File: src/rtl/cpu_mem_interface.sv
`timescale 1ns/1ps
// cpu_mem_interface
//   Bridges a multicycle CPU's control-unit strobes to a handshaked external
//   memory. An access is launched from IDLE, and its address, write data and
//   direction are captured at launch. It runs in BUSY until mem_ack arrives
//   or the TIMEOUT bound runs out, and it finishes with one DONE cycle. Read
//   data lands in the IR or the MDR, depending on the captured ir_write.
//
// Ports
//   clk, reset                 : clock, synchronous active-high reset
//   mem_read, mem_write        : access strobes from the control unit
//   ir_write, iord             : read destination (IR vs MDR), address select
//   pc, alu_out, b_data        : address sources and store data
//   mem_addr, mem_wdata        : latched address / write data to memory
//   mem_req, mem_we            : request (BUSY only) and write enable
//   mem_ack, mem_rdata         : memory completion and read data
//   ir, mdr                    : instruction / memory data registers
//   stall                      : holds the control unit while an access is open
//   err                        : one-cycle pulse in DONE for an illegal or timed-out access
module cpu_mem_interface #(
  parameter int unsigned TIMEOUT = 255
) (
  input  logic        clk,
  input  logic        reset,
  input  logic        mem_read,
  input  logic        mem_write,
  input  logic        ir_write,
  input  logic        iord,
  input  logic [31:0] pc,
  input  logic [31:0] alu_out,
  input  logic [31:0] b_data,
  output logic [31:0] mem_addr,
  output logic [31:0] mem_wdata,
  output logic        mem_req,
  output logic        mem_we,
  input  logic        mem_ack,
  input  logic [31:0] mem_rdata,
  output logic [31:0] ir,
  output logic [31:0] mdr,
  output logic        stall,
  output logic        err
);

  typedef enum logic [1:0] {IDLE, BUSY, DONE} state_t;

  localparam logic [7:0] TO = 8'(TIMEOUT);

  state_t      state_q, state_d;
  logic [31:0] addr_q, addr_d;
  logic [31:0] wdata_q, wdata_d;
  logic        we_q, we_d;
  logic        irw_q, irw_d;
  logic [31:0] ir_q, ir_d;
  logic [31:0] mdr_q, mdr_d;
  logic [7:0]  cnt_q, cnt_d;
  logic        err_q, err_d;

  logic        access_req;
  logic [31:0] addr_sel;
  logic [7:0]  cnt_inc;

  assign access_req = mem_read | mem_write;
  assign addr_sel   = iord ? alu_out : pc;
  assign cnt_inc    = cnt_q + 8'd1;

  always_comb begin
    state_d = state_q;
    addr_d  = addr_q;
    wdata_d = wdata_q;
    we_d    = we_q;
    irw_d   = irw_q;
    ir_d    = ir_q;
    mdr_d   = mdr_q;
    cnt_d   = cnt_q;
    err_d   = 1'b0;
    case (state_q)
      IDLE: begin
        if (access_req) begin
          addr_d  = addr_sel;
          wdata_d = b_data;
          we_d    = mem_write;
          irw_d   = ir_write;
          cnt_d   = 8'd0;
          // Illegal accesses never reach the bus; they go straight to DONE
          // so the err pulse and the stall release keep the usual timing.
          if ((mem_read & mem_write) || (addr_sel[1:0] != 2'b00)) begin
            state_d = DONE;
            err_d   = 1'b1;
          end else begin
            state_d = BUSY;
          end
        end
      end
      BUSY: begin
        cnt_d = cnt_inc;
        // When the ack arrives in the last allowed cycle, the ack takes priority over the timeout.
        if (mem_ack) begin
          if (!we_q) begin
            if (irw_q) ir_d  = mem_rdata;
            else       mdr_d = mem_rdata;
          end
          state_d = DONE;
        end else if (cnt_inc == TO) begin
          state_d = DONE;
          err_d   = 1'b1;
        end
      end
      // DONE always returns to IDLE, so strobes that are still held cannot relaunch the access here.
      default: state_d = IDLE;
    endcase
  end

  always_ff @(posedge clk) begin
    if (reset) begin
      state_q <= IDLE;
      addr_q  <= '0;
      wdata_q <= '0;
      we_q    <= 1'b0;
      irw_q   <= 1'b0;
      ir_q    <= '0;
      mdr_q   <= '0;
      cnt_q   <= '0;
      err_q   <= 1'b0;
    end else begin
      state_q <= state_d;
      addr_q  <= addr_d;
      wdata_q <= wdata_d;
      we_q    <= we_d;
      irw_q   <= irw_d;
      ir_q    <= ir_d;
      mdr_q   <= mdr_d;
      cnt_q   <= cnt_d;
      err_q   <= err_d;
    end
  end

  assign mem_addr  = addr_q;
  assign mem_wdata = wdata_q;
  assign mem_req   = (state_q == BUSY);
  assign mem_we    = (state_q == BUSY) & we_q;
  assign ir        = ir_q;
  assign mdr       = mdr_q;
  assign err       = err_q;
  assign stall     = ((state_q == IDLE) & access_req) | (state_q == BUSY);

endmodule

File: config.mk
export PLATFORM = sky130hd
export DESIGN_NAME = cpu_mem_interface
export DESIGN_NICKNAME = d
export VERILOG_FILES = /design/src/rtl/cpu_mem_interface.sv
export SDC_FILE = /design/constraint.sdc
export NUM_CORES = 1
export LEC_CHECK = 0
export ABC_AREA = 0
export CAP_MARGIN = 5
export CORE_ASPECT_RATIO = 0.9
export CORE_MARGIN = 1
export CORE_UTILIZATION = 45
export CTS_BUF_LIST = sky130_fd_sc_hd__clkbuf_2 sky130_fd_sc_hd__clkbuf_4 sky130_fd_sc_hd__clkbuf_8
export CTS_CLUSTER_SIZE = 14
export DETAILED_ROUTE_END_ITERATION = 10
export HOLD_SLACK_MARGIN = 0.08
export PLACE_DENSITY = 0.88
export REMOVE_ABC_BUFFERS = 1
export SLEW_MARGIN = 20
export SYNTH_ARGS = -nofsm -noshare
export SYNTH_HDL_FRONTEND = slang
export SYNTH_SLANG_ARGS = --single-unit
File: constraint.sdc
create_clock -name clk -period 3.3 [get_ports clk]
set_input_delay 0.66 -clock clk [delete_from_list [all_inputs] [get_ports clk]]
set_output_delay 0.66 -clock clk [all_outputs]
set_load 0.01 [all_outputs]
# Word level (Yosys, flattened, before mapping)
# Index checks and enable logic that the tools add are counted.
# totals
latchBits	0
output_inout_bits	132
mem_count	0
in_bits	135
regBits	141
mem_bits_rw	0
wordCells	43
rom_bits	0
# classes
n_eq_ne	4
n_lt_le_gt_ge	0
multipliers	0
bitwise	7
reduce_logical	9
shifts	0
muxes	13
div	0
n_addsub	1
# op_table
op	count
two-way mux 32 bit	1
one-hot mux 8 bit (2 select lines)	1
adder 8 x 1 -> 8 bit, second input constant	1
== test 8 bit, second input constant	1
two-way mux 2 bit	4
two-way mux 8 bit	1
AND reduction 4 bit	2
AND reduction 2 bit	3
two-way mux 1 bit	4
one-hot mux 2 bit (2 select lines)	1
nonzero test 2 bit	2
bitwise AND 1 bit	3
inequality test 3 x 1 -> 1 bit, second input constant	1
== test 2 x 1 -> 1 bit, second input constant	1
logical NOT 2 bit	1
inequality test 2 bit, second input constant	1
NOT 1 bit	2
bitwise OR 1 bit	2
one-hot mux 1 bit (2 select lines)	1
logical OR 1 bit	1

# Longest topological paths before layout
# Gate-level depths: netlist (run 1).
# depth
ltp_word	6
depth_mapped	8
ltp_nobuf	5

# Worst setup path before layout (run 1)
# No wires, ideal clock.
# synth_path
kind	input port to output port
from	in mem_write
to	out stall
setup_slack_ns	1.358
arrival_ns	1.282
cell_stages	2
n_path_buf	0
cell_sequence	o31ai_1 > inv_1
# synth_via
elab_chain_len	3
# synth_rtl
item	line_no	source
start: declaration	26	input logic mem_write,
bitwise OR 1 bit	62	assign access_req = mem_read | mem_write;
bitwise AND 1 bit	144	assign stall = ((state_q == IDLE) & access_req) | (state_q == BUSY);
bitwise OR 1 bit	144	
end: declaration	40	output logic stall,
# No other way between the ends.

# Final worst setup path (run 1)
# Same ends and word-level chain as after synthesis.

==> impl_metrics.toml, run 1 <==
[placement]
gp_congestion = 0.819
hpwl_mm = 12.0
io_buffers = 266

[sta]
skew_ns = 0.0108
maxSlewViolCount = 0
tightest_slew_ns = 0.598
grt_setup_unrepaired = "false"
setup_violations = 0
whs_ns = 0.454
timing.final.crit_share_pct = 81.5
finalHoldViolations = 0
period_needed_ns = 2.69
timing.fmax_mhz = 372
slew_headroom_pct = 60.1

[floorplan]
die_y_um = 106
coreArea_um2 = 11600
rows = 37
start_util_pct = 46.8
io_pins = 267
dieArea_um2 = 12500
fp.dieW_um = 118

[cts]
cts_max_level = 4
numCtsBuffers = 17
ctsRootBufferMaster = "clkbuf_8"
cts_resized = 0
cts_setup_buffers = 0
cts.sinks = 141
ctsHoldBuffers = 0
tritoncts = "yes"
insertion_delay_ns = 0.45
clk_pin_slew_ns = 0.08
clockBufferDepth = 2

[pwr]
seqPwrFrac_pct = 43.8
pwr-share-comb_pct = 16.4
ir_drop_mv = 0.403
p_leak_nw = 3.19
power.switching_mw = 1.04
power_density_nw_per_um2 = 486
pwr-share-clk_pct = 39.8
power.internal_mw = 3.17
power.share.switching_pct = 24.7

[synthesis]
yosysTopAreaCell = "dfxtp_1"
yosysSeqAreaShare_pct = 51.9
yosys.cell_types.count = 42
synth_edf_count = 0
synth_top_area_share_pct = 51.9
yosys_warnings = 0
async_flop_share_pct = 0
synth_area_leaders = "dfxtp_1, nand2_1, a21oi_1, mux2i_1, a211oi_1"
netlist_instances = 656
avgSynthCellArea_um2 = 8.30
synth.cell_area_um2 = 5440
synthFlopType = "dfxtp_1"
ys_seq_elements = 141

[grt]
grt_usage_pct = 27.8
grt_overflow = 0
grt_max_degree = 67
grt_pass1_vias = 5349
antenna_found_initial = 0
grt_pass1_wl_mm = 27.0

[critical_path]
ff2ff_path_depth = 5
r2r_end = "state_q[0]$_SDFFE_PP0P_"
worstSetupEndpointType = "primary output"
r2r_start = "cnt_q[0]$_SDFFE_PP0P_"
cp_cell_sequence = "clkdlybuf4s50_1 -> o31ai_1 -> inv_1 -> clkdlybuf4s50_1"
crit_path_max_fanout = 4
crit_type = "input pin to primary output"
cpMostUsedCell = "clkdlybuf4s50_1"
critical_path_required_ns = 2.64
cpPeakStageDelay_ns = 0.48
startpoint = "mem_write"
rrSetupSlack_ns = 1.42
worstPathArrival_ns = 2.03
crit_path_start_kind = "input pin"
cpMaxStageDelayCell = "clkdlybuf4s50_1"

[finish]
mostFrequentLayoutCells = "clkdlybuf4s50_1, nand2_1, dfxtp_1"
fillCellCount = 817
n_antenna_cell = 0
fin_nets = 1039
regArea_um2 = 2820
multi_input_area_um2 = 2380
final_common_cell = "clkdlybuf4s50_1"
syn_to_final_growth_pct = 59.3
final_util_pct = 74.6
post_route_cells_drive_above_1_share_pct = 5.68

[hold_path]
worstHoldStart = "mdr[21]$_SDFFE_PP0P_"
holdPathEnd = "mdr[21]$_SDFFE_PP0P_"
min_delay_path_depth = 2
min_path_type = "register to register"

[routing]
routedWlPerCell_um = 16.0
vias = 5475
firstDrtPassIters = 4
via_per_inst = 5.11
drt_iter0_markers = 487
drcViolationCount = 0
ant_nets = 0
wl_mm = 17.1

[flow_run]
cap_violations = 0

[status]
run_status = "complete, no violations"
-- synthesized netlist by cell type (all sizes together), types with 2 or more instances --
master and count:
buf 22, dfxtp 141, nand3 2, a211oi 32, and3 2, o31a 2, mux2i 32, nand2 198
a31oi 3, a21oi 103, or3 4, o31ai 2, ha 2, xnor2 2, inv 7, clkbuf 29
nor3 2, o21ai 9, nor2 44
-- final cells by class --
| cell class | count | share of cell area (%) |
|---|---|---|
| Timing Repair Buffer | 278 | 31.8 |
| Clock inverter | 14 | 2.77 |
| Sequential cell | 141 | 32.6 |
| Inverter | 7 | 0.303 |
| Tap cell | 156 | 2.25 |
| Multi-Input combinational cell | 457 | 27.5 |
| Clock buffer | 18 | 2.86 |
-- per-stage QoR --
| stage | cells | TNS, ns | setup WS, ns | total power, mW | cell area [µm²] |
|---|---|---|---|---|---|
| floorplan | 605 | -82.46 | -1.30 | 2.12 | 5210 |
| global placement | 1039 | 0 | 0.624 | 2.55 | 8180 |
| detailed placement | 1039 | 0 | 0.611 | 2.57 | 8180 |
| CTS | 1071 | 0 | 0.611 | 4.23 | 8670 |
| global route | 1071 | 0 | 0.453 | 4.38 | 8670 |
| finish | 1071 | 0 | 0.612 | 4.21 | 8670 |
-- power by group through the flow --
stage	sequential [mW]	combinational, mW	clock [mW]
3_5_place_dp	1.88	0.687	0
2_1_floorplan	1.92	0.206	0
3_3_place_gp	1.88	0.676	0
5_1_grt	1.85	0.744	1.79
6_report	1.84	0.693	1.68
4_1_cts	1.84	0.694	1.69
-- state kept, by name (all words and copies together), names as in the netlist --
signal	cells
ir	32
mdr	32
mem_addr	32
mem_wdata	32
cnt_q	8
state_q	2
err	1
irw_q	1
we_q	1
-- routing by layer --
metal	part of all wire, %	up-vias	track usage (%)
met5	0	-	0
met4	2.2	0	11.3
met3	10	27	12.3
met2	50	222	48.2
met1	38	2520	29.4
li1	-	2706	-
-- cells by family after synthesis --
logic type	Yosys count	synth area share, %
AO/OA/AOI/OAI	159	17.2
AND/OR/NAND/NOR	262	19.4
XOR/XNOR	2	0.322
buffers and inverters	58	4.83
flip-flops	141	51.9
adder cells (fa/ha/maj)	2	0.460
multiplexers	32	5.89
-- critical path: cells and delay by family --
kind / cells / cell delay (ns)
compound gates: 1 / 0.32
buf+inv: 3 / 1.04
-- worst max path at each step --
stage	endpoint	slack (ns)	cells after the start
4_1_cts	stall	0.61	4
5_1_grt	stall	0.45	4
2_1_floorplan	err$_SDFF_PP0_	-1.30	3
6_report	stall	0.61	4
3_3_place_gp	stall	0.62	4
3_5_place_dp	stall	0.61	4
(Power assumes the default switching activity.)
==> inputs of run 2 (changes only) <==
CORE_UTILIZATION = 42   (was 45)
PLACE_DENSITY = 0.83   (was 0.88)
clock period = 2.7 ns   (was 3.3 ns; I/O delays follow)
==> run 2 against run 1 <==
Largest power group unchanged. Via count shrank 1.5%. Critical path type unchanged. Setup slack lost 0.39 ns. Hold slack got worse by 0.0012 ns. Non-clock buffer count increased by 4. Count of clock-buffer cells in the layout is 10 higher. Clock power about the same.
==> impl_metrics.toml, run 2 (synthesis gave the netlist of run 1 again) <==
[floorplan]
fp.dieW_um = 122
dieArea_um2 = 13400
start_util_pct = 42.9
io_pins = 267
rows = 39
die_y_um = 110
coreArea_um2 = 12700

[sta]
finalHoldViolations = 0
slew_headroom_pct = 66.2
skew_ns = 0.0123
timing.final.crit_share_pct = 91.8
period_needed_ns = 2.48
whs_ns = 0.453
grt_setup_unrepaired = "false"
fin_tns_setup_ns = 0
fin_ws_ns = 0.220
tightest_slew_ns = 0.507
maxSlewViolCount = 0
setup_violations = 0
timing.fmax_mhz = 403

[finish]
final_util_pct = 68.2
final_common_cell = "clkdlybuf4s50_1"
n_antenna_cell = 0
syn_to_final_growth_pct = 59.1
post_route_cells_drive_above_1_share_pct = 6.09
mostFrequentLayoutCells = "clkdlybuf4s50_1, nand2_1, dfxtp_1"
fin_nets = 1043

[routing]
drt_iter0_markers = 256
vias = 5395
drcViolationCount = 0
routedWlPerCell_um = 15.3
firstDrtPassIters = 5
wl_mm = 16.6
via_per_inst = 4.98
ant_nets = 0

[critical_path]
r2r_end = "state_q[0]$_SDFFE_PP0P_"
r2r_start = "cnt_q[0]$_SDFFE_PP0P_"
ff2ff_path_depth = 5
path_buf_inv = 3
worstPathArrival_ns = 1.94
cpPeakStageDelay_ns = 0.48
crit_path_start_kind = "input pin"
cpMostUsedCell = "clkdlybuf4s50_1"
worstSetupEndpointType = "primary output"
crit_path_max_fanout = 4
crit_type = "input pin to primary output"
rrSetupSlack_ns = 0.81
crit_end = "stall"
cpLargestDelayFamily = "buffers and inverters"
startpoint = "mem_write"
crit_cells = 4
cp_cell_sequence = "clkdlybuf4s50_1 -> o31ai_1 -> inv_1 -> clkdlybuf4s50_1"
critical_path_required_ns = 2.16
cpMaxStageDelayCell = "clkdlybuf4s50_1"

[grt]
grt_max_degree = 61
grt_overflow = 0
antenna_found_initial = 0
grt_usage_pct = 24.0
grt_pass1_vias = 4807
grt_pass1_wl_mm = 24.2

[cts]
insertion_delay_ns = 0.44
cts_resized = 0
ctsHoldBuffers = 0
tritoncts = "yes"
numCtsBuffers = 17
clockBufferDepth = 2
cts.sinks = 141
ctsRootBufferMaster = "clkbuf_8"
clk_pin_slew_ns = 0.07
cts_setup_buffers = 0
cts_max_level = 4

[placement]
io_buffers = 266
hpwl_mm = 12.0
pre_cts_ws_ns = 0.222
gp_congestion = 0.764

[hold_path]
min_path_type = "register to register"

[status]
run_status = "complete, no violations"

[pwr]
p_leak_nw = 3.19
power_density_nw_per_um2 = 555
p_total_mw = 4.81
ir_drop_mv = 0.403

[flow_run]
cap_violations = 0
[run 2: cell types whose count changed in the layout (fill, tap and decap cells not counted), sizes merged]
| cell | previous run | this run |
|---|---|---|
| clkbuf | 18 | 28 |
| clkinv | 5 | 1 |
| buf | 14 | 18 |
| bufinv | 6 | 1 |
| inv | 8 | 7 |
[run 2: how the worst min path moves through the flow]
stage | startpoint | end | slack, ns | cells past startpoint
after floorplan | cnt_q[7]$_SDFFE_PP0P_ | cnt_q[7]$_SDFFE_PP0P_ | 0.44 | 1
after global placement | mdr[3]$_SDFFE_PP0P_ | mdr[3]$_SDFFE_PP0P_ | 0.44 | 2
after detailed placement | mem_wdata[2]$_SDFFE_PP0P_ | mem_wdata[2]$_SDFFE_PP0P_ | 0.45 | 2
after CTS | mem_wdata[2]$_SDFFE_PP0P_ | mem_wdata[2]$_SDFFE_PP0P_ | 0.46 | 2
after global routing | ir[23]$_SDFFE_PP0P_ | ir[23]$_SDFFE_PP0P_ | 0.47 | 2
final | mem_wdata[30]$_SDFFE_PP0P_ | mem_wdata[30]$_SDFFE_PP0P_ | 0.45 | 2
[run 2: final cells by class]
type / count / area, µm²
flip-flops and latches: 141 / 2820
clock inverters: 4 / 50.0
repair buffers: 282 / 2810
multi-input cells: 457 / 2380
inverters: 7 / 26.3
well taps: 164 / 205
clock buffers: 28 / 360
fillers: 1050 / 4030
[run 2: power breakdown]
part / switching, mW / internal [mW] / total [mW]
sequential: 0.0620 / 2.19 / 2.25
combinational: 0.377 / 0.480 / 0.856
clock: 0.757 / 0.942 / 1.70
total: 1.20 / 3.61 / 4.81
[run 2: routing by layer]
metal | part of all wire, % | track usage [%] | vias up | wire length [µm]
li1 | - | - | 2706 | -
met4 | 1.9 | 10.1 | 0 | 318
met5 | 0 | 0 | - | 0
met3 | 11 | 11.0 | 25 | 1800
met1 | 39 | 26.1 | 2444 | 6460
met2 | 48 | 40.4 | 220 | 7980
[run 2: metrics by stage]
step	instances	area, µm²
CTS	1083	8660
global route	1083	8660
finish	1083	8660
detailed placement	1051	8250
global placement	1051	8250
floorplan	605	5210
[run 2: tightest hold or removal path, stage by stage (launching register included)]
cell     delay [ns]
dfxtp_1        0.31
nand2_1        0.05
a21oi_1        0.05
==> inputs of run 3 (changes only) <==
ABC_AREA = 1   (was 0)
CORE_UTILIZATION = 38   (was 42)
PLACE_DENSITY = 0.79   (was 0.83)
SETUP_SLACK_MARGIN = 0.4   (was default)
clock period = 2.2 ns   (was 2.7 ns; I/O delays follow)
==> run 3 against run 2 <==
Non-clock buffer count up 5. Sequential share of layout area down 0.72 points. Core utilization down 5.2 points. Critical path type is now register to primary output.
==> impl_metrics.toml, run 3 <==
[placement]
gp_congestion = 0.791
hpwl_mm = 11.4
io_buffers = 266
dpl.cell_count = 1169

[sta]
timing.fmax_mhz = 571
maxSlewViolCount = 0
timing.final.crit_share_pct = 79.5
grt_setup_unrepaired = "true"
finalHoldViolations = 0
slew_headroom_pct = 67.6
setup_violations = 0
period_needed_ns = 1.75
tightest_slew_ns = 0.486
skew_ns = 0.0120

[synthesis]
netlist_instances = 742
synth_top_area_share_pct = 51.3
yosysSeqAreaShare_pct = 51.3
synth.cell_area_um2 = 5500
ys_seq_elements = 141
synthMostInstantiatedCell = "nor2_1"
synth_area_leaders = "dfxtp_1, nor2_1, o21ai_0, a21oi_1, inv_1"
yosysTopAreaCell = "dfxtp_1"
synth_compound_area_share_pct = 18.8
yosys.cell_types.count = 26
synth_commonest_cells = "nor2_1, dfxtp_1, o21ai_0"
synth_top_family_by_area = "simple AND/OR/NAND/NOR gates"
synth_mux_area_share_pct = 0
yosys_warnings = 0
synth_fa_ha_area_share_pct = 0.455
avgSynthCellArea_um2 = 7.42
synth_xor_area_share_pct = 0.159
synth_edf_count = 0
synthFlopType = "dfxtp_1"
synthSimpleGateAreaFrac_pct = 21.8
async_flop_share_pct = 0

[grt]
grt_usage_pct = 21.9
grt_pass1_vias = 5269
grt_max_degree = 81
grt_pass1_wl_mm = 25.5
grt_overflow = 0
antenna_found_initial = 0

[cts]
cts_max_level = 4
tritoncts = "yes"
numCtsBuffers = 17
ctsHoldBuffers = 0
clk_pin_slew_ns = 0.09
clockBufferDepth = 2
cts.sinks = 141
ctsRootBufferMaster = "clkbuf_8"
insertion_delay_ns = 0.45

[finish]
fillCellCount = 1239
regArea_um2 = 2830
fin_nets = 1137
multi_input_area_um2 = 2280
fin_cells = 1205
mostFrequentLayoutCells = "nor2_1, dfxtp_1, clkdlybuf4s50_1"
final_common_cell = "nor2_1"
n_antenna_cell = 0
final_util_pct = 63.1
syn_to_final_growth_pct = 61.2
post_route_cells_drive_above_1_share_pct = 8.00

[pwr]
power.switching_mw = 1.68
power.internal_mw = 4.50
p_leak_nw = 4.70
power.share.switching_pct = 27.1
pwr-share-clk_pct = 35.4
power_density_nw_per_um2 = 697
p_total_mw = 6.18
ir_drop_mv = 0.601
seqPwrFrac_pct = 45.8
pwr-share-comb_pct = 18.9

[floorplan]
start_util_pct = 39.1
rows = 41
io_pins = 267
dieArea_um2 = 15000
coreArea_um2 = 14100
die_y_um = 116
fp.dieW_um = 129

[routing]
wl_mm = 16.6
via_per_inst = 4.74
firstDrtPassIters = 4
drcViolationCount = 0
ant_nets = 0
drt_iter0_markers = 194
routedWlPerCell_um = 13.8
vias = 5713

[critical_path]
cpPeakStageDelay_ns = 0.54
critical_path_required_ns = 1.76
path_buf_inv = 1
cpLargestDelayFamily = "buffers and inverters"
crit_path_max_fanout = 2
worstPathArrival_ns = 1.31
crit_type = "register to primary output"
cp_cell_sequence = "clkdlybuf4s50_1"
cpMaxStageDelayCell = "clkdlybuf4s50_1"
crit_path_start_kind = "register"
worstSetupEndpointType = "primary output"

[hold_path]
min_path_type = "input pin to register"

[flow_run]
cap_violations = 0

[status]
run_status = "complete, no violations"
-- run 3: cell types whose count changed in the layout (fill, tap and decap cells not counted), moves of 9 or more --
cell / before / now
o21ai_1: 0 / 11
dlymetal6s2s_1: 0 / 54
a211oi_1: 32 / 0
a21oi_1: 103 / 72
nand2_1: 198 / 37
mux2i_1: 32 / 0
nor2_1: 44 / 231
o21ai_0: 8 / 120
dlygate4sd2_1: 0 / 70
nand3_1: 1 / 10
inv_1: 6 / 42
clkdlybuf4s50_1: 264 / 138
-- run 3: cell type report --
type	count	area share [%]
Sequential cell	141	31.9
Tap cell	193	2.72
Clock buffer	19	2.88
Inverter	48	2.06
Timing Repair Buffer	287	32.9
Multi-Input combinational cell	505	25.7
Clock inverter	12	1.82
-- run 3: layer usage --
metal  GRT usage, %  part of all wire [%]
met2           36.4                    46
met4           7.14                   1.3
met3           9.62                   9.8
met1           25.4                    42
met5              0                     0
-- run 3: cell families after synthesis --
logic type,after synthesis
AND/OR/NAND/NOR,296
AO/OA/AOI/OAI,206
flip-flops,141
buffers and inverters,96
adder cells (fa/ha/maj),2
XOR/XNOR,1
-- run 3: worst min-delay path: stages --
cell,delay (ns)
buf_2,0.18
a21oi_1,0.15
a21oi_1,0.07
-- run 3: final timing paths --
kind | cells past startpoint | to | slack [ns] | start
worst min register to register | 2 | mem_addr[0]$_SDFFE_PP0P_ | 0.47 | mem_addr[0]$_SDFFE_PP0P_
worst min-delay path | 3 | mem_addr[21]$_SDFFE_PP0P_ | 0.44 | iord
worst max-delay path | 1 | mem_addr[24] | 0.45 | mem_addr[24]$_SDFFE_PP0P_
worst max register to register | 10 | ir[8]$_SDFFE_PP0P_ | 0.56 | state_q[0]$_SDFFE_PP0P_
-- run 3: repair_timing --
item / 4_1_cts / 5_1_grt
gates resized for setup: 86 / 57
setup endpoints to repair: 72 / 58
setup buffers: 5 / 0
pin swaps: 4 / 3
-- run 3: power groups by stage --
stage	Clock, mW	Combinational [mW]	Sequential, mW
final	2.19	1.17	2.83
after global placement	0	1.23	2.88
after global routing	2.34	1.28	2.85
after detailed placement	0	1.24	2.88
after floorplan	0	0.365	2.96
after CTS	2.24	1.18	2.83
-- run 3: stage by stage --
step	TNS, ns	setup slack (ns)	area [µm²]	hold WS [ns]
detailed placement	-0.0253	-0.0253	8360	0.471
CTS	0	0.381	8730	0.405
finish	0	0.450	8870	0.438
floorplan	-2.49	-0.0723	5280	0.448
global route	0	0.353	8870	0.429
global placement	0	0.00240	8360	0.454
